`config.mk`:
```
export PLATFORM = sky130hd
export DESIGN_NAME = pipe_addsub
export DESIGN_NICKNAME = d
export VERILOG_FILES = /design/src/rtl/alu_pkg.sv /design/src/rtl/addsub_chunk.sv /design/src/rtl/pipe_addsub.sv
export SDC_FILE = /design/constraint.sdc
export NUM_CORES = 1
export LEC_CHECK = 0
export CAP_MARGIN = 20
export CORE_UTILIZATION = 30
export DETAILED_ROUTE_END_ITERATION = 7
export PLACE_DENSITY = 0.61
export SYNTH_ARGS = -nofsm -noshare
export SYNTH_HDL_FRONTEND = slang
export SYNTH_SLANG_ARGS = --single-unit
```
`constraint.sdc`:
```
create_clock -name clk -period 4.2 [get_ports clk]
set_clock_uncertainty 0.05 [all_clocks]
set_input_delay 0.63 -clock clk [delete_from_list [all_inputs] [get_ports clk]]
set_output_delay 0.63 -clock clk [all_outputs]
set_load 0.03 [all_outputs]
```
`src/rtl/alu_pkg.sv`:
```
// Shared definitions for the pipelined add/subtract unit: op encodings,
// per-stage control word and configuration limits.
package alu_pkg;

  typedef enum logic [1:0] {
    OP_ADD = 2'b00,
    OP_SUB = 2'b01,
    OP_ADC = 2'b10,
    OP_SBC = 2'b11
  } op_e;

  localparam int MAX_STAGES = 8;

  // Control bits that travel with each operation down the pipe.
  typedef struct packed {
    logic valid;
    logic carry;
    logic sat;
  } stage_ctl_t;

  localparam int STAGE_CTL_W = $bits(stage_ctl_t);

  function automatic logic op_cin(input logic [1:0] op, input logic cin);
    logic c;
    c = cin;
    case (op)
      OP_ADD:  c = 1'b0;
      OP_SUB:  c = 1'b1;
      default: c = cin;
    endcase
    return c;
  endfunction

endpackage

```
`src/rtl/addsub_chunk.sv`:
```
// Combinational W-bit adder slice; also exposes the carry into its top bit
// so the final slice can derive signed overflow.
module addsub_chunk #(
  parameter int W = 16
) (
  input  logic [W-1:0] a,
  input  logic [W-1:0] b,
  input  logic         cin,
  output logic [W-1:0] sum,
  output logic         cout,
  output logic         c_msb_in
);

  logic [W:0] full;

  assign full     = {1'b0, a} + {1'b0, b} + {{W{1'b0}}, cin};
  assign sum      = full[W-1:0];
  assign cout     = full[W];
  assign c_msb_in = a[W-1] ^ b[W-1] ^ full[W-1];

endmodule

```
`src/rtl/pipe_addsub.sv`:
```
// Pipelined add/subtract with carry-in ops, flags and valid/ready backpressure.
// Define ADDSUB_SAT_EN to clamp overflowing ADD/SUB results to the signed range.
module pipe_addsub
  import alu_pkg::*;
#(
  parameter int WIDTH  = 32,
  parameter int STAGES = 2
) (
  input  logic             clk,
  input  logic             rst_n,
  input  logic             in_valid,
  output logic             in_ready,
  input  logic [WIDTH-1:0] in_a,
  input  logic [WIDTH-1:0] in_b,
  input  logic [1:0]       in_op,
  input  logic             in_cin,
  output logic             out_valid,
  input  logic             out_ready,
  output logic [WIDTH-1:0] out_sum,
  output logic             out_cout,
  output logic             out_ovf,
  output logic             out_zero,
  output logic             out_neg
);

  localparam int CHUNK = WIDTH / STAGES;
  localparam int NREG  = (STAGES > 1) ? STAGES - 1 : 1;
  localparam int LAST  = STAGES - 1;

  generate
    if ((STAGES < 1) || (STAGES > MAX_STAGES) || (WIDTH % STAGES != 0)) begin : g_bad_cfg
      $error("pipe_addsub: WIDTH must be divisible by STAGES and STAGES must be 1..8");
    end
  endgenerate

  logic             advance;
  logic [WIDTH-1:0] b_eff;

  // Intermediate stage registers; the final stage lands in the output registers.
  logic [WIDTH-1:0] a_reg   [NREG];
  logic [WIDTH-1:0] b_reg   [NREG];
  logic [WIDTH-1:0] sum_reg [NREG];
  stage_ctl_t       ctl_reg [NREG];

  logic [WIDTH-1:0] src_a       [STAGES];
  logic [WIDTH-1:0] src_b       [STAGES];
  logic [WIDTH-1:0] src_sum     [STAGES];
  stage_ctl_t       src_ctl     [STAGES];
  logic [CHUNK-1:0] chunk_sum   [STAGES];
  logic [WIDTH-1:0] chunk_place [STAGES];
  logic [WIDTH-1:0] sum_next    [STAGES];
  logic             chunk_cout  [STAGES];
  logic             chunk_msb   [STAGES];

  logic             out_valid_reg;
  logic [WIDTH-1:0] out_sum_reg;
  logic             out_cout_reg, out_ovf_reg, out_zero_reg, out_neg_reg;

  assign advance  = !out_valid_reg | out_ready;
  assign in_ready = advance;
  assign b_eff    = in_op[0] ? ~in_b : in_b;

  generate
    for (genvar gi = 0; gi < STAGES; gi++) begin : g_stage
      if (gi == 0) begin : g_src_in
        assign src_a[gi]   = in_a;
        assign src_b[gi]   = b_eff;
        assign src_sum[gi] = '0;
        assign src_ctl[gi] = '{valid: in_valid, carry: op_cin(in_op, in_cin), sat: !in_op[1]};
      end else begin : g_src_reg
        assign src_a[gi]   = a_reg[gi-1];
        assign src_b[gi]   = b_reg[gi-1];
        assign src_sum[gi] = sum_reg[gi-1];
        assign src_ctl[gi] = ctl_reg[gi-1];
      end

      addsub_chunk #(.W(CHUNK)) u_chunk (
        .a        (src_a[gi][gi*CHUNK +: CHUNK]),
        .b        (src_b[gi][gi*CHUNK +: CHUNK]),
        .cin      (src_ctl[gi].carry),
        .sum      (chunk_sum[gi]),
        .cout     (chunk_cout[gi]),
        .c_msb_in (chunk_msb[gi])
      );

      // Bits above the current chunk are still zero in src_sum, so OR-ing places the slice.
      assign chunk_place[gi] = WIDTH'(chunk_sum[gi]) << (gi * CHUNK);
      assign sum_next[gi]    = src_sum[gi] | chunk_place[gi];
    end
  endgenerate

  always_ff @(posedge clk or negedge rst_n) begin
    if (!rst_n) begin
      for (int k = 0; k < NREG; k++) begin
        a_reg[k]   <= '0;
        b_reg[k]   <= '0;
        sum_reg[k] <= '0;
        ctl_reg[k] <= '0;
      end
    end else if (advance) begin
      for (int k = 0; k < STAGES - 1; k++) begin
        a_reg[k]   <= src_a[k];
        b_reg[k]   <= src_b[k];
        sum_reg[k] <= sum_next[k];
        ctl_reg[k] <= '{valid: src_ctl[k].valid, carry: chunk_cout[k], sat: src_ctl[k].sat};
      end
    end
  end

  logic             final_ovf;
  logic [WIDTH-1:0] result;

  assign final_ovf = chunk_msb[LAST] ^ chunk_cout[LAST];

`ifdef ADDSUB_SAT_EN
  localparam logic [WIDTH-1:0] SMAX = {1'b0, {(WIDTH-1){1'b1}}};
  localparam logic [WIDTH-1:0] SMIN = {1'b1, {(WIDTH-1){1'b0}}};

  // Overflow direction follows the sign of A for both ADD and SUB.
  always_comb begin
    result = sum_next[LAST];
    if (src_ctl[LAST].sat && final_ovf)
      result = src_a[LAST][WIDTH-1] ? SMIN : SMAX;
  end
`else
  assign result = sum_next[LAST];
`endif

  always_ff @(posedge clk or negedge rst_n) begin
    if (!rst_n) begin
      out_valid_reg <= 1'b0;
      out_sum_reg   <= '0;
      out_cout_reg  <= 1'b0;
      out_ovf_reg   <= 1'b0;
      out_zero_reg  <= 1'b0;
      out_neg_reg   <= 1'b0;
    end else if (advance) begin
      out_valid_reg <= src_ctl[LAST].valid;
      out_sum_reg   <= result;
      out_cout_reg  <= chunk_cout[LAST];
      out_ovf_reg   <= final_ovf;
      out_zero_reg  <= (result == '0);
      out_neg_reg   <= result[WIDTH-1];
    end
  end

  assign out_valid = out_valid_reg;
  assign out_sum   = out_sum_reg;
  assign out_cout  = out_cout_reg;
  assign out_ovf   = out_ovf_reg;
  assign out_zero  = out_zero_reg;
  assign out_neg   = out_neg_reg;

endmodule

```
## After elaboration in Yosys (flattened, before gate mapping)

Cells that the tools add are included.

| storage, ports and cells | value |
|---|---|
| register bits | 119 |
| bits in latches | 0 |
| memory bits (writable) | 0 |
| memory bits (read-only) | 0 |
| bits of input ports | 71 |
| output and inout port bits | 38 |
| memories kept | 0 |

| operators by class | value |
|---|---|
| add/sub/neg operators | 4 |
| multiply operators | 0 |
| divide/modulo/power cells | 0 |
| order comparisons | 0 |
| equality and inequality tests | 1 |
| shift-type cells | 0 |
| mux-type cells | 2 |
| bitwise logic cells | 6 |
| reductions and logical operators | 3 |

Operators by type and width:

| kind | count |
|---|---|
| $add A16 B16 Y17 | 2 |
| $add A17 B1 Y17 | 2 |
| $logic_not A32 Y1 | 1 |
| $mux W32 | 1 |
| $not A32 Y32 | 1 |
| $or A16 B32 Y32 | 1 |
| $xor A1 B1 Y1 | 3 |
| $eq A2 B1 Y1 const B | 1 |
| $logic_not A2 Y1 | 1 |
| $pmux W1 S2 | 1 |
| $logic_not A1 Y1 | 1 |
| $or A1 B1 Y1 | 1 |

## Longest topological paths before layout

| logic depth | value |
|---|---|
| word-level depth | 4 |
| mapped depth | 12 |

## Cells and area by module

A second synthesis with hierarchy kept.

| second synthesis, totals | value |
|---|---|
| cells, all modules | 587 |
| area total of the unflattened synthesis | 5222.5 um^2 |

Modules (own cells, without submodules):

| module | times used | cells each | area an instance (um^2) | seq. area each (um^2) |
|---|---|---|---|---|
| pipe_addsub | 1 | 394 | 3639.7 | 2152.1 |
| addsub_chunk (g_stage[0].u_chunk) | 1 | 101 | 859.6 | 0.0 |
| addsub_chunk (g_stage[1].u_chunk) | 1 | 92 | 723.2 | 0.0 |

## Worst setup path before layout

No wires, ideal clock.

| timing | value |
|---|---|
| path kind | input to register |
| start | input port in_op[0] |
| end | register sum_reg[14] in the netlist's numbering |
| setup time | 0.087 ns |
| arrival time | 3.629 ns |
| setup slack | 0.434 ns |
| stages | 12 |
| buffers on the path | 2 |
| cells stage by stage | clkbuf_1 -> clkbuf_1 -> xor2_1 -> fa_1 -> fa_1 -> a211o_1 -> a21oi_1 -> o21ai_1 -> a41oi_1 -> a211oi_1 -> a211o_1 -> o211ai_1 |

| on the way | value |
|---|---|
| cells in the longest elaborated chain, start to end | 3 |

Ends and longest elaborated chain:

| element | RTL line | RTL |
|---|---|---|
| start: declaration | pipe_addsub.sv:15 | `input logic [1:0] in_op,` |
| $mux W32 (tied with other cells) | pipe_addsub.sv:61 | `assign b_eff = in_op[0] ? ~in_b : in_b;` |
| $add A16 B16 Y17 / $pmux W1 S2 (equally long branches) | addsub_chunk.sv:16, alu_pkg.sv:26 |  |
| $add A17 B1 Y17 (*) | addsub_chunk.sv:16 | `assign full = {1'b0, a} + {1'b0, b} + {{W{1'b0}}, cin};` |
| end signal: indexed assignment | pipe_addsub.sv:104 | `sum_reg[k] <= sum_next[k];` |
| end: declaration | pipe_addsub.sv:42 | `logic [WIDTH-1:0] sum_reg [NREG];` |

Mark *: on every way between the ends. The rest lies on a longest branch, timed or not.
A chain may end at the register's enable or synchronous reset.

## Final worst setup path

| timing | value |
|---|---|
| start | input port in_op[1] |
| end | register sum_reg[14] in the netlist's numbering |

| on the way | value |
|---|---|
| cells in the longest elaborated chain, start to end | 3 |

Ends and longest elaborated chain:

| element | RTL line | RTL |
|---|---|---|
| $eq A2 B1 Y1 / $logic_not A2 Y1 (equally long branches) | alu_pkg.sv:26 | `case (op)` |
| $pmux W1 S2 (*) | alu_pkg.sv:26 |  |
| $add A17 B1 Y17 (*) | addsub_chunk.sv:16 |  |

Marks and branches as above.

==> flow_summary.yaml <==
floorplan:
  die_area_um2: 17600
  rows: 47
  dieWidth_um: 132.7
  initial_utilization: 0.3078
  pin_count: 109
  core_area_um2: 16640
  fp.dieH_um: 132.7
clock_network:
  clk_latency_ps: 350
  cts_resized: 0
  post_cts.repair.setup_buffers: 0
  cts_root_buf: "clkbuf_16"
  hold_buffers: 0
  cts_made_buffers: 9
  clock_path_buffers: 2
  path_clk_slew_ps: 60
  htree_levels: 3
  cts_tree: "built"
  cts_sinks: 86
setup_path:
  crit_start: "in_op[1]"
  r2r_slack_ps: 860
  max_stage_delay_ps: 460
  cp-end-kind: "flop"
  r2r_end: "out_zero$_DFFE_PN0P_"
  cp_data_required_time_ps: 4420
  rr_worst_depth: 9
  critPathTopFamily: "compound AO/OA/AOI/OAI gates"
  cp_num_buf_inv: 1
  crit_path_end: "sum_reg[14]$_DFFE_PN0P_"
  r2r-start: "a_reg[16]$_DFFE_PN0P_"
  startpoint_type: "primary input"
  crit_type: "in2reg"
  path_cells: "clkdlybuf4s50_1 -> mux2_2 -> fa_1 -> fa_1 -> a211o_1 -> a21oi_1 -> o21ai_1 -> a41oi_1 -> a211oi_1 -> a211o_1 -> o211ai_1"
  crit_fanout: 4
  cp_slowest_cell: "clkdlybuf4s50_1"
  crit_arrival_ps: 3850
  cp.depth: 11
route:
  avgRoutedWirePerCell_um: 14.53
  vias: 4361
  dr.first_iter.drc_count: 156
  drt-total-wl_um: 13040
  viasPerCell: 4.856
  antenna_left: 0
  dr.pass1.iters: 4
  drc_errors: 0
synthesis:
  syn-cell-area_um2: 5122
  postSynthCellCount: 573
  yosysTopAreaCell: "dfrtp_1"
  async_reset_ff_frac: 1.000
  netlist.area_leader.share: 0.4201
  synth_edf_count: 0
  yosysSeqAreaShare: 0.4201
  synth_cell_type_count: 53
  ys_warn_count: 0
  ys_seq_elements: 86
  synth_nets: 678
  synthTopCellsByArea: "dfrtp_1, nand2_1, ha_1"
  synthFlopType: "dfrtp_1"
  syn_area_per_cell_um2: 8.940
pwr:
  powerDensity_nw_per_um2: 534.1
  peakVddDrop_uv: 286.0
  leakage_uw: 0.002919
layout:
  fin_util: 0.4027
  area_growth_pct: 30.83
  diodes: 0
  largest_reg_flops: 32
  drive_above_1_share: 0.05752
  nNetsFinal: 778
flow_run:
  cap_violations: 0
timing:
  slew_headroom: 0.3416
  period_share: 0.8662
  period_needed_ps: 3638
  setup_viol: 0
  final_max_slew_viol_count: 0
  fmax_ghz: 0.2749
  hold_violations: 0
  tightest_slew_ps: 987.6
  hold_slack_ps: 304.1
  rsz0062_at_grt: "no"
  setup_tns_ps: 0
min_path:
  hold_class: "in2async"
placement:
  place_congestion: 0.7843
  port_buffers: 108
  dp_hpwl_um: 9916
global_routing:
  grt_max_degree: 107
  grt_antenna_before_repair: 0
  overflow: 0
  grt_pass1_wl_um: 22140
  track_usage: 0.1598
  grt_pass1_vias: 4488
status:
  status: "finished, final reports clean"
[how the worst min path moves through the flow]
stage,start,to,slack (ps),cells after the start
6_report,rst_n,a_reg[25]$_DFFE_PN0P_,300,1
3_3_place_gp,ctl_reg[2]$_DFFE_PN0P_,ctl_reg[2]$_DFFE_PN0P_,400,2
4_1_cts,rst_n,a_reg[25]$_DFFE_PN0P_,350,1
5_1_grt,rst_n,a_reg[25]$_DFFE_PN0P_,380,1
3_5_place_dp,ctl_reg[2]$_DFFE_PN0P_,ctl_reg[2]$_DFFE_PN0P_,410,2
2_1_floorplan,rst_n,a_reg[16]$_DFFE_PN0P_,280,0
[stage by stage]
stage	setup WS (ps)	area [um2]	cells	total power (uW)
floorplan	434.1	5122	573	2239
global placement	291.2	6426	882	2815
detailed placement	244.6	6426	882	2846
CTS	606.2	6701	898	3607
global route	471.2	6701	898	3819
finish	562.0	6701	898	3579
[cell usage after synthesis, drive strengths merged (3+ instances only)]
| cell | n |
|---|---|
| o31ai | 5 |
| xor2 | 23 |
| and3 | 4 |
| nor4 | 4 |
| nand2b | 5 |
| or3 | 9 |
| a211o | 9 |
| xnor2 | 25 |
| dfrtp | 86 |
| nor2 | 24 |
| a211oi | 10 |
| o21ai | 38 |
| fa | 4 |
| a21o | 6 |
| buf | 7 |
| nand4 | 4 |
| nor3 | 12 |
| mux2 | 4 |
| nand2 | 157 |
| nand3 | 7 |
| ha | 30 |
| o21a | 8 |
| clkbuf | 18 |
| a31oi | 5 |
| nor4b | 3 |
| nor3b | 3 |
| nand3b | 5 |
| inv | 8 |
| o211ai | 4 |
| a21oi | 23 |
[kinds of logic (layout without fill, tap and decap cells)]
group                    Yosys count  after routing  share of synthesized area
flip-flops                        86             86                     0.4201
XOR/XNOR                          48             48                    0.08207
buffers and inverters             34            139                    0.02565
adder cells (fa/ha/maj)           34             34                    0.08891
AO/OA/AOI/OAI                    124            124                     0.1656
multiplexers                       4              4                   0.008793
AND/OR/NAND/NOR                  243            243                     0.2088
[cell usage in the layout, fill, tap and decap left out, drive strengths merged, types with 10 or more instances in the layout]
| cell | instances |
|---|---|
| a211oi | 10 |
| a21oi | 23 |
| clkdlybuf4s50 | 106 |
| dfrtp | 86 |
| ha | 30 |
| inv | 10 |
| nand2 | 157 |
| nor2 | 24 |
| nor3 | 12 |
| o21ai | 38 |
| xnor2 | 25 |
| xor2 | 23 |
[power by group]
part	leakage [uW]	internal, uW	switching [uW]	total [uW]
Sequential	0.00102	1060	163	1230
Clock	0.000128	401	349	750
Combinational	0.00177	681	921	1600
[routing by layer]
metal,vias to the layer above,wire length (um),GRT usage
met5,-,0,0
li1,2187,-,-
met3,18,482,0.03142
met1,2056,6345,0.2140
met4,0,254,0.05556
met2,100,5962,0.2567
[area by class of cell]
type                            instances  area [um2]
Timing Repair Buffer                  114        1119
Fill cell                            1642        9941
Inverter                                9       33.78
Clock inverter                          7       50.05
Multi-Input combinational cell        453        2846
Sequential cell                        86        2152
Tap cell                              220       275.3
Clock buffer                            9       225.2
[worst register-to-register path, cell delays in order (launching register included)]
cell and delay, ps:
dfrtp_1 400, fa_1 460, fa_1 430, a211oi_1 480, nor4b_1 120, a311oi_1 330, nand4_1 210, a2111oi_4 370
nand4_1 170, o31ai_2 230
Note: power is estimated with default switching activity, not from simulation.
